## src/rtl/instruction_fetch.sv

```systemverilog
// Instruction fetch stage: four-phase I-cache handshake, one-entry output
// buffer toward decode, redirect handling with in-flight discard.
module instruction_fetch #(
    parameter logic [63:0] RESET_PC = 64'h0
) (
    input  logic        clock,
    input  logic        reset,
    input  logic        redirect_valid,
    input  logic [63:0] redirect_pc,
    output logic        ic_read_enable,
    output logic [63:0] ic_address,
    input  logic [31:0] ic_data,
    input  logic        ic_send_enable,
    output logic        if_valid,
    output logic [31:0] if_instr,
    output logic [63:0] if_pc,
    input  logic        id_ready,
    output logic [31:0] fetch_count
);

    typedef enum logic [1:0] {
        S_BOOT,
        S_REQUEST,
        S_RELEASE
    } state_t;

    state_t      r_state;
    state_t      w_state_next;
    logic [63:0] r_pc;
    logic [63:0] r_req_pc;
    logic        r_discard;
    logic        r_if_valid;
    logic [31:0] r_if_instr;
    logic [63:0] r_if_pc;
    logic [31:0] r_fetch_count;

    logic        w_consume;
    logic        w_buf_free;
    logic        w_capture;
    logic        w_drop;
    logic        w_load_req;
    logic [63:0] w_redirect_pc;
    logic [63:0] w_pc_next;

    assign w_consume     = r_if_valid & id_ready;
    assign w_buf_free    = ~r_if_valid | id_ready;
    assign w_redirect_pc = redirect_pc & ~64'h3;

    always_comb begin
        w_state_next = r_state;
        w_capture    = 1'b0;
        w_drop       = 1'b0;
        w_load_req   = 1'b0;
        unique case (r_state)
            S_BOOT: begin
                w_state_next = S_REQUEST;
                w_load_req   = 1'b1;
            end
            S_REQUEST: begin
                if (ic_send_enable) begin
                    if (redirect_valid || r_discard) begin
                        w_drop       = 1'b1;
                        w_state_next = S_RELEASE;
                    end else if (w_buf_free) begin
                        w_capture    = 1'b1;
                        w_state_next = S_RELEASE;
                    end
                end
            end
            S_RELEASE: begin
                if (!ic_send_enable) begin
                    w_state_next = S_REQUEST;
                    w_load_req   = 1'b1;
                end
            end
            default: w_state_next = S_BOOT;
        endcase
    end

    // A redirect landing on the same edge a new request is launched must
    // launch at the redirect target, not the stale sequential pc.
    always_comb begin
        w_pc_next = r_pc;
        if (redirect_valid)
            w_pc_next = w_redirect_pc;
        else if (w_capture)
            w_pc_next = r_req_pc + 64'd4;
    end

    always_ff @(posedge clock) begin
        if (!reset) begin
            r_state       <= S_BOOT;
            r_pc          <= RESET_PC;
            r_req_pc      <= RESET_PC;
            r_discard     <= 1'b0;
            r_if_valid    <= 1'b0;
            r_if_instr    <= 32'h0;
            r_if_pc       <= 64'h0;
            r_fetch_count <= 32'h0;
        end else begin
            r_state <= w_state_next;
            r_pc    <= w_pc_next;
            if (w_load_req)
                r_req_pc <= w_pc_next;
            if (w_drop)
                r_discard <= 1'b0;
            else if (redirect_valid && r_state == S_REQUEST)
                r_discard <= 1'b1;
            if (redirect_valid)
                r_if_valid <= 1'b0;
            else if (w_capture)
                r_if_valid <= 1'b1;
            else if (w_consume)
                r_if_valid <= 1'b0;
            if (w_capture) begin
                r_if_instr <= ic_data;
                r_if_pc    <= r_req_pc;
            end
            if (w_consume)
                r_fetch_count <= r_fetch_count + 32'd1;
        end
    end

    assign ic_read_enable = (r_state == S_REQUEST);
    assign ic_address     = r_req_pc;
    assign if_valid       = r_if_valid;
    assign if_instr       = r_if_instr;
    assign if_pc          = r_if_pc;
    assign fetch_count    = r_fetch_count;

endmodule

```

## config.mk

```make
export PLATFORM = sky130hd
export DESIGN_NAME = instruction_fetch
export DESIGN_NICKNAME = d
export VERILOG_FILES = /design/src/rtl/instruction_fetch.sv
export SDC_FILE = /design/constraint.sdc
export NUM_CORES = 1
export LEC_CHECK = 0
export ABC_AREA = 1
export BUFFER_PORTS_ARGS = -buffer_cell sky130_fd_sc_hd__buf_2
export CAP_MARGIN = 10
export CORE_ASPECT_RATIO = 0.5
export CORE_UTILIZATION = 45
export DETAILED_ROUTE_END_ITERATION = 8
export PLACE_DENSITY_LB_ADDON = 0.12
export SYNTH_ARGS = -nofsm -noshare
export SYNTH_HDL_FRONTEND = slang
export SYNTH_SLANG_ARGS = --single-unit
```

## constraint.sdc

```tcl
create_clock -name clock -period 1.8 [get_ports clock]
set_clock_uncertainty 0.05 [all_clocks]
set_input_delay 0.27 -clock clock [delete_from_list [all_inputs] [get_ports clock]]
set_output_delay 0.27 -clock clock [all_outputs]
set_load 0.01 [all_outputs]
```

* Yosys cells after proc, flatten, opt, wreduce, memory -nomap -nowiden *
Index checks and enable logic that the tools add are counted.

word-level totals
  word-level logic and storage cells = 44
  bits in registers = 260
  input bits = 101
  output and inout bits = 194

cells by class
  $add $sub $neg = 2
  bitwise logic cells = 4
  reductions and logical operators = 7
  multiplexer cells = 18
  equal/unequal tests = 5

operator list
  operator                                        count
  two-way mux 64 bit                              2
  adder 64 x 3 -> 64 bit (second input constant)  1
  adder 32 x 1 -> 32 bit (second input constant)  1
  two-way mux 1 bit                               10
  two-way mux 2 bit                               4
  one-hot mux 2 bit (3 select lines)              1
  OR reduction 2 bit                              2
  != test 3 x 1 -> 1 bit (second input constant)  1
  AND reduction 3 bit                             1
  == test 2 x 1 -> 1 bit (second input constant)  1
  == test 2 bit (second input constant)           1
  logical NOT 2 bit                               1
  != test 2 x 1 -> 1 bit (second input constant)  1
  != test 2 bit (second input constant)           1
  NOT 1 bit                                       2
  one-hot mux 1 bit (2 select lines)              1
  nonzero test 2 bit                              1
  AND 1 bit                                       1
  logical AND 1 bit                               1
  logical OR 1 bit                                1
  OR 1 bit                                        1

* Longest topological paths before layout *
  word-level depth = 8
  mapped depth = 13
  gate-level depth less buffers = 12

* Least setup slack after synthesis *
Ideal clock, no wire load.

  path kind = flip-flop to flip-flop
  start point = register r_req_pc[3], in the netlist ic_address[3]
  end point = register r_req_pc[62], in the netlist ic_address[62]
  cell stages (with the launch flop) = 11
  data required time = 1.622 ns
  setup time = 0.128 ns
  data arrival time = 1.645 ns
  period minus slack after synthesis = 1.823 ns
  buffers on the path = 0
  path slack = -0.023 ns
  path through = dfxtp_1 > ha_1 > nand2_1 > nor2_2 > nand2_1 > nor2_1 > nand2_1 > o21ai_0 > nand3_1 > nand2_1 > a21oi_1

between the ends
  word-level cells in the longest chain between the ends = 3

ends and longest elaborated chain
  what                    RTL line  RTL
  start, declared         30        logic [63:0] r_req_pc;
  start signal, assigned  104       r_req_pc <= w_pc_next;
  adder 64 x 3 -> 64 bit  87        w_pc_next = r_req_pc + 64'd4;
  two-way mux 64 bit      86        else if (w_capture)
  two-way mux 64 bit      84        if (redirect_valid)

No other way between the ends.
A chain may end at the register's enable or synchronous reset.

* Worst setup path in the final report *
  start point = register r_state[0]
  end point = register r_req_pc[19], in the netlist ic_address[19]

between the ends
  word-level cells in the longest chain between the ends = 4
  elaborated cells between the ends (all ways) = 7
  those cells by class = eq/ne: 2; mux: 4; reduce/logical: 1

ends and longest elaborated chain
  what                    RTL line  RTL
  start, declared         27        state_t r_state;
  start signal, assigned  101       r_state <= w_state_next;
  == test 2 x 1 -> 1 bit  54        unique case (r_state)
  two-way mux 1 bit       54
  two-way mux 64 bit      86
  two-way mux 64 bit      84

Parallel ways exist; a longest one is shown, timed or not.

==> results by group <==
Placement
  • Post-DP Area: ~16,000 um2
  • Pre-CTS setup slack: -137.1 ps
  • Detailed placement HPWL: 29.98 mm
  • Gpl congestion: 0.9496
  • PortBufs: 292

Synthesis
  • Syn nets: 1,945
  • Cell area after synthesis: 12,170 um2
  • Cell with the most instances after synthesis: nor2_1
  • Mapped Cells: 1,842
  • Yosys top cell by area: dfxtp_1
  • YS warnings: 0
  • Top_reg_cell synth: dfxtp_1
  • Avg Cell Area, Syn: 6.607 um2
  • Sequential element share of the synthesized area: 0.4277
  • Top cells by area, synth: dfxtp_1, nor2_1, nand2_1, o21ai_0, a21oi_1
  • Post-synth EDFFs: 0
  • Top post-synthesis cells by count: nor2_1, nand2_1, dfxtp_1, o21ai_0, a21oi_1
  • FF+latch count, synth: 260
  • Post-synth top area share: 0.4277
  • Post-synth cell types: 35
  • Async set-reset flop share out of synthesis: 0

Die
  • Core area: 26,490 um2
  • I/O pin cnt: 295
  • Core Rows: 42
  • Starting density of the core: 0.4595
  • DIE AREA: around 28,000 um2
  • Die width: 234.6 um
  • Die Span Y: around 120 um

STA
  • Setup-failing EPs final: 22
  • Period minus WS final: 1872 ps
  • Post-route setup slack: -72.15 ps
  • Setup TNS: -419.2 ps
  • Worst slew pin tran: 625.3 ps
  • Fmax: 534.1 MHz
  • Slew Limit Fails: 0
  • Final hold vios: 0
  • Final worst-path cycle share: 1.040
  • Max_slew headroom: 0.5827
  • RSZ-0062 raised after global routing: yes

Final layout
  • Antenna fix cells: 0
  • Cell area after layout: around 19,000 um2
  • Layout cells sized above 1: 0.3848
  • Utilization after layout: 0.7234
  • Fin nets: 2,538
  • Area Overhead vs Synth: 57.42%

Outcome
  • Outcome: complete, but fails checks
  • Failing checks: negative setup slack

GRT
  • Largest net degree at the start of global routing: 86
  • Grt met3 use: 0.04585
  • Initial antenna violation count: 0
  • Global route hottest layer: met2
  • GRT Util Overall: 0.3020
  • Vias in the first global route: 13,150
  • Met1 Use GR: 0.4030
  • Met2 Track Usage GR: 0.5013
  • Grt ovf: 0
  • Global-route wire length before repair: 67.36 mm

Worst setup path
  • CP endpoint kind: flop
  • Delay-heaviest family, CP: buffers and inverters
  • Most frequent CP cell: nor2_4
  • Startpoint type of the worst setup path: flop
  • CP Class: reg2reg
  • Crit-path slowest cell: dfxtp_2
  • Crit path buffers/inverters: 5
  • Critical path cell sequence: inv_2, nor2_4, nand2_2, nor2_4, buf_12, nand2_8, clkinv_8, buf_8, clkbuf_16, o211ai_1, nand3_1, o21ai_2, a21oi_1
  • Critical path's largest stage delay: 340 ps
  • Register-to-register setup slack: -70 ps
  • Worst EP required: 2230 ps
  • Critical-path maximum fanout: 7
  • Worst Path Arrival: ~2300 ps

Clocking
  • CTS root buf: clkbuf_16
  • Worst skew pair latency: 550 ps
  • CTS clk-pin slew, worst paths: 70 ps
  • Clock Sinks: 260
  • H-tree level count: 1
  • TritonCTS clock tree: yes
  • CTS Buf Count: 25
  • Clock buffer depth: 3

Power
  • Leakage power: 8.576 nW
  • Worst VDD drop: 607.4 uV
  • Total power draw: 14.78 mW
  • Pwr dens: 771.4 nW/um2

Route
  • WL/cell: about 17 um
  • DRT Pass-1 Iters: 6
  • DRT iter0 DRCs: approximately 1,100
  • Routed wire length: 46.50 mm
  • Via count: 14,640
  • DRC Markers: 0
  • Vias per inst: 5.220
  • ANT nets after route: 0

Min path
  • Min-Delay Path Class: in2reg

Flow run
  • Maxcap violations: 0
report_power, final:
part	internal, mW	total (mW)	switching [mW]	leakage (nW)
sequential	6.12	6.35	0.235	2.14
combinational	1.17	2.60	1.43	6.00
clock	3.43	5.83	2.40	0.435
metrics by stage:
stage	cells	hold slack [ps]
2_1_floorplan	1842	372.0
3_3_place_gp	2656	401.2
3_5_place_dp	2656	404.6
4_1_cts	2768	0.6625
5_1_grt	2805	20.91
6_report	2805	1.723
per-layer routing:
metal | share of wire | vias to the layer above
li1 | - | 7156
met1 | 0.43 | 6788
met2 | 0.46 | 589
met3 | 0.075 | 110
met4 | 0.029 | 0
met5 | 0 | -
logic make-up after synthesis:
family                   Yosys count  synth area share
AO/OA/AOI/OAI                    370            0.1547
XOR/XNOR                          18           0.01295
adder cells (fa/ha/maj)            2          0.002056
buffers and inverters            219           0.07515
flip-flops                       260            0.4277
AND/OR/NAND/NOR                  973            0.3274
cell type report:
cell class / count / area, um2
Inverter: 128 / 498.0
Fill cell: 2221 / 7327
Sequential cell: 260 / 5240
Tap cell: 352 / 440.4
Timing Repair Buffer: 655 / 4890
Multi-Input combinational cell: 1365 / 7203
Clock inverter: 13 / 195.2
Clock buffer: 32 / 691.9
final timing paths:
check / start / end / cells after the start
max reg2reg: r_state[0] / ic_address[19] / 13
min: redirect_pc[37] / r_pc[37] / 4
min reg2reg: if_pc[1] / if_pc[1] / 2
max: r_state[0] / ic_address[19] / 13
timing repair:
action                     in CTS  in global routing
hold buffers                   66                  0
gates resized for setup        56                336
hold endpoints to repair       86                  0
buffers inserted                0                 20
setup endpoints to repair      95                228
gates cloned                    1                 17
pin swaps                      13                 55
cells in the final DEF (no fill, tap or decap), types with 3 or more instances in the layout:
cell type,instances
a21oi_2,34
clkbuf_1,3
inv_2,11
clkinv_2,6
nor2_1,336
nand3_1,98
xor2_1,12
nor2_4,50
o21ai_1,40
clkbuf_8,4
buf_12,14
buf_16,4
nand2_1,292
nor2_2,60
inv_1,113
dlygate4sd3_1,66
nand2_8,4
buf_4,247
buf_2,291
nand4_1,13
xnor2_1,6
a21oi_1,114
a21oi_4,5
buf_6,18
nand3_2,23
dfxtp_2,22
o21ai_2,18
dfxtp_1,236
nand3b_1,5
nor3_2,3
or2_2,29
bufinv_16,5
clkbuf_16,35
o21ai_0,149
nand2_4,6
nor3_1,12
nand2_2,36
buf_8,5
sequential cells by signal, indices dropped and copies added (netlist names):
register,flops
r_discard,1
if_valid,1
if_instr,32
r_state,2
ic_address,64
if_pc,64
fetch_count,32
r_pc,64
worst min-delay path: cells and delay by family:
| family | cells | cell delay (ps) |
|---|---|---|
| simple gates | 3 | 220 |
| buf+inv | 1 | 70 |
Note: power is estimated with default switching activity, not from simulation.
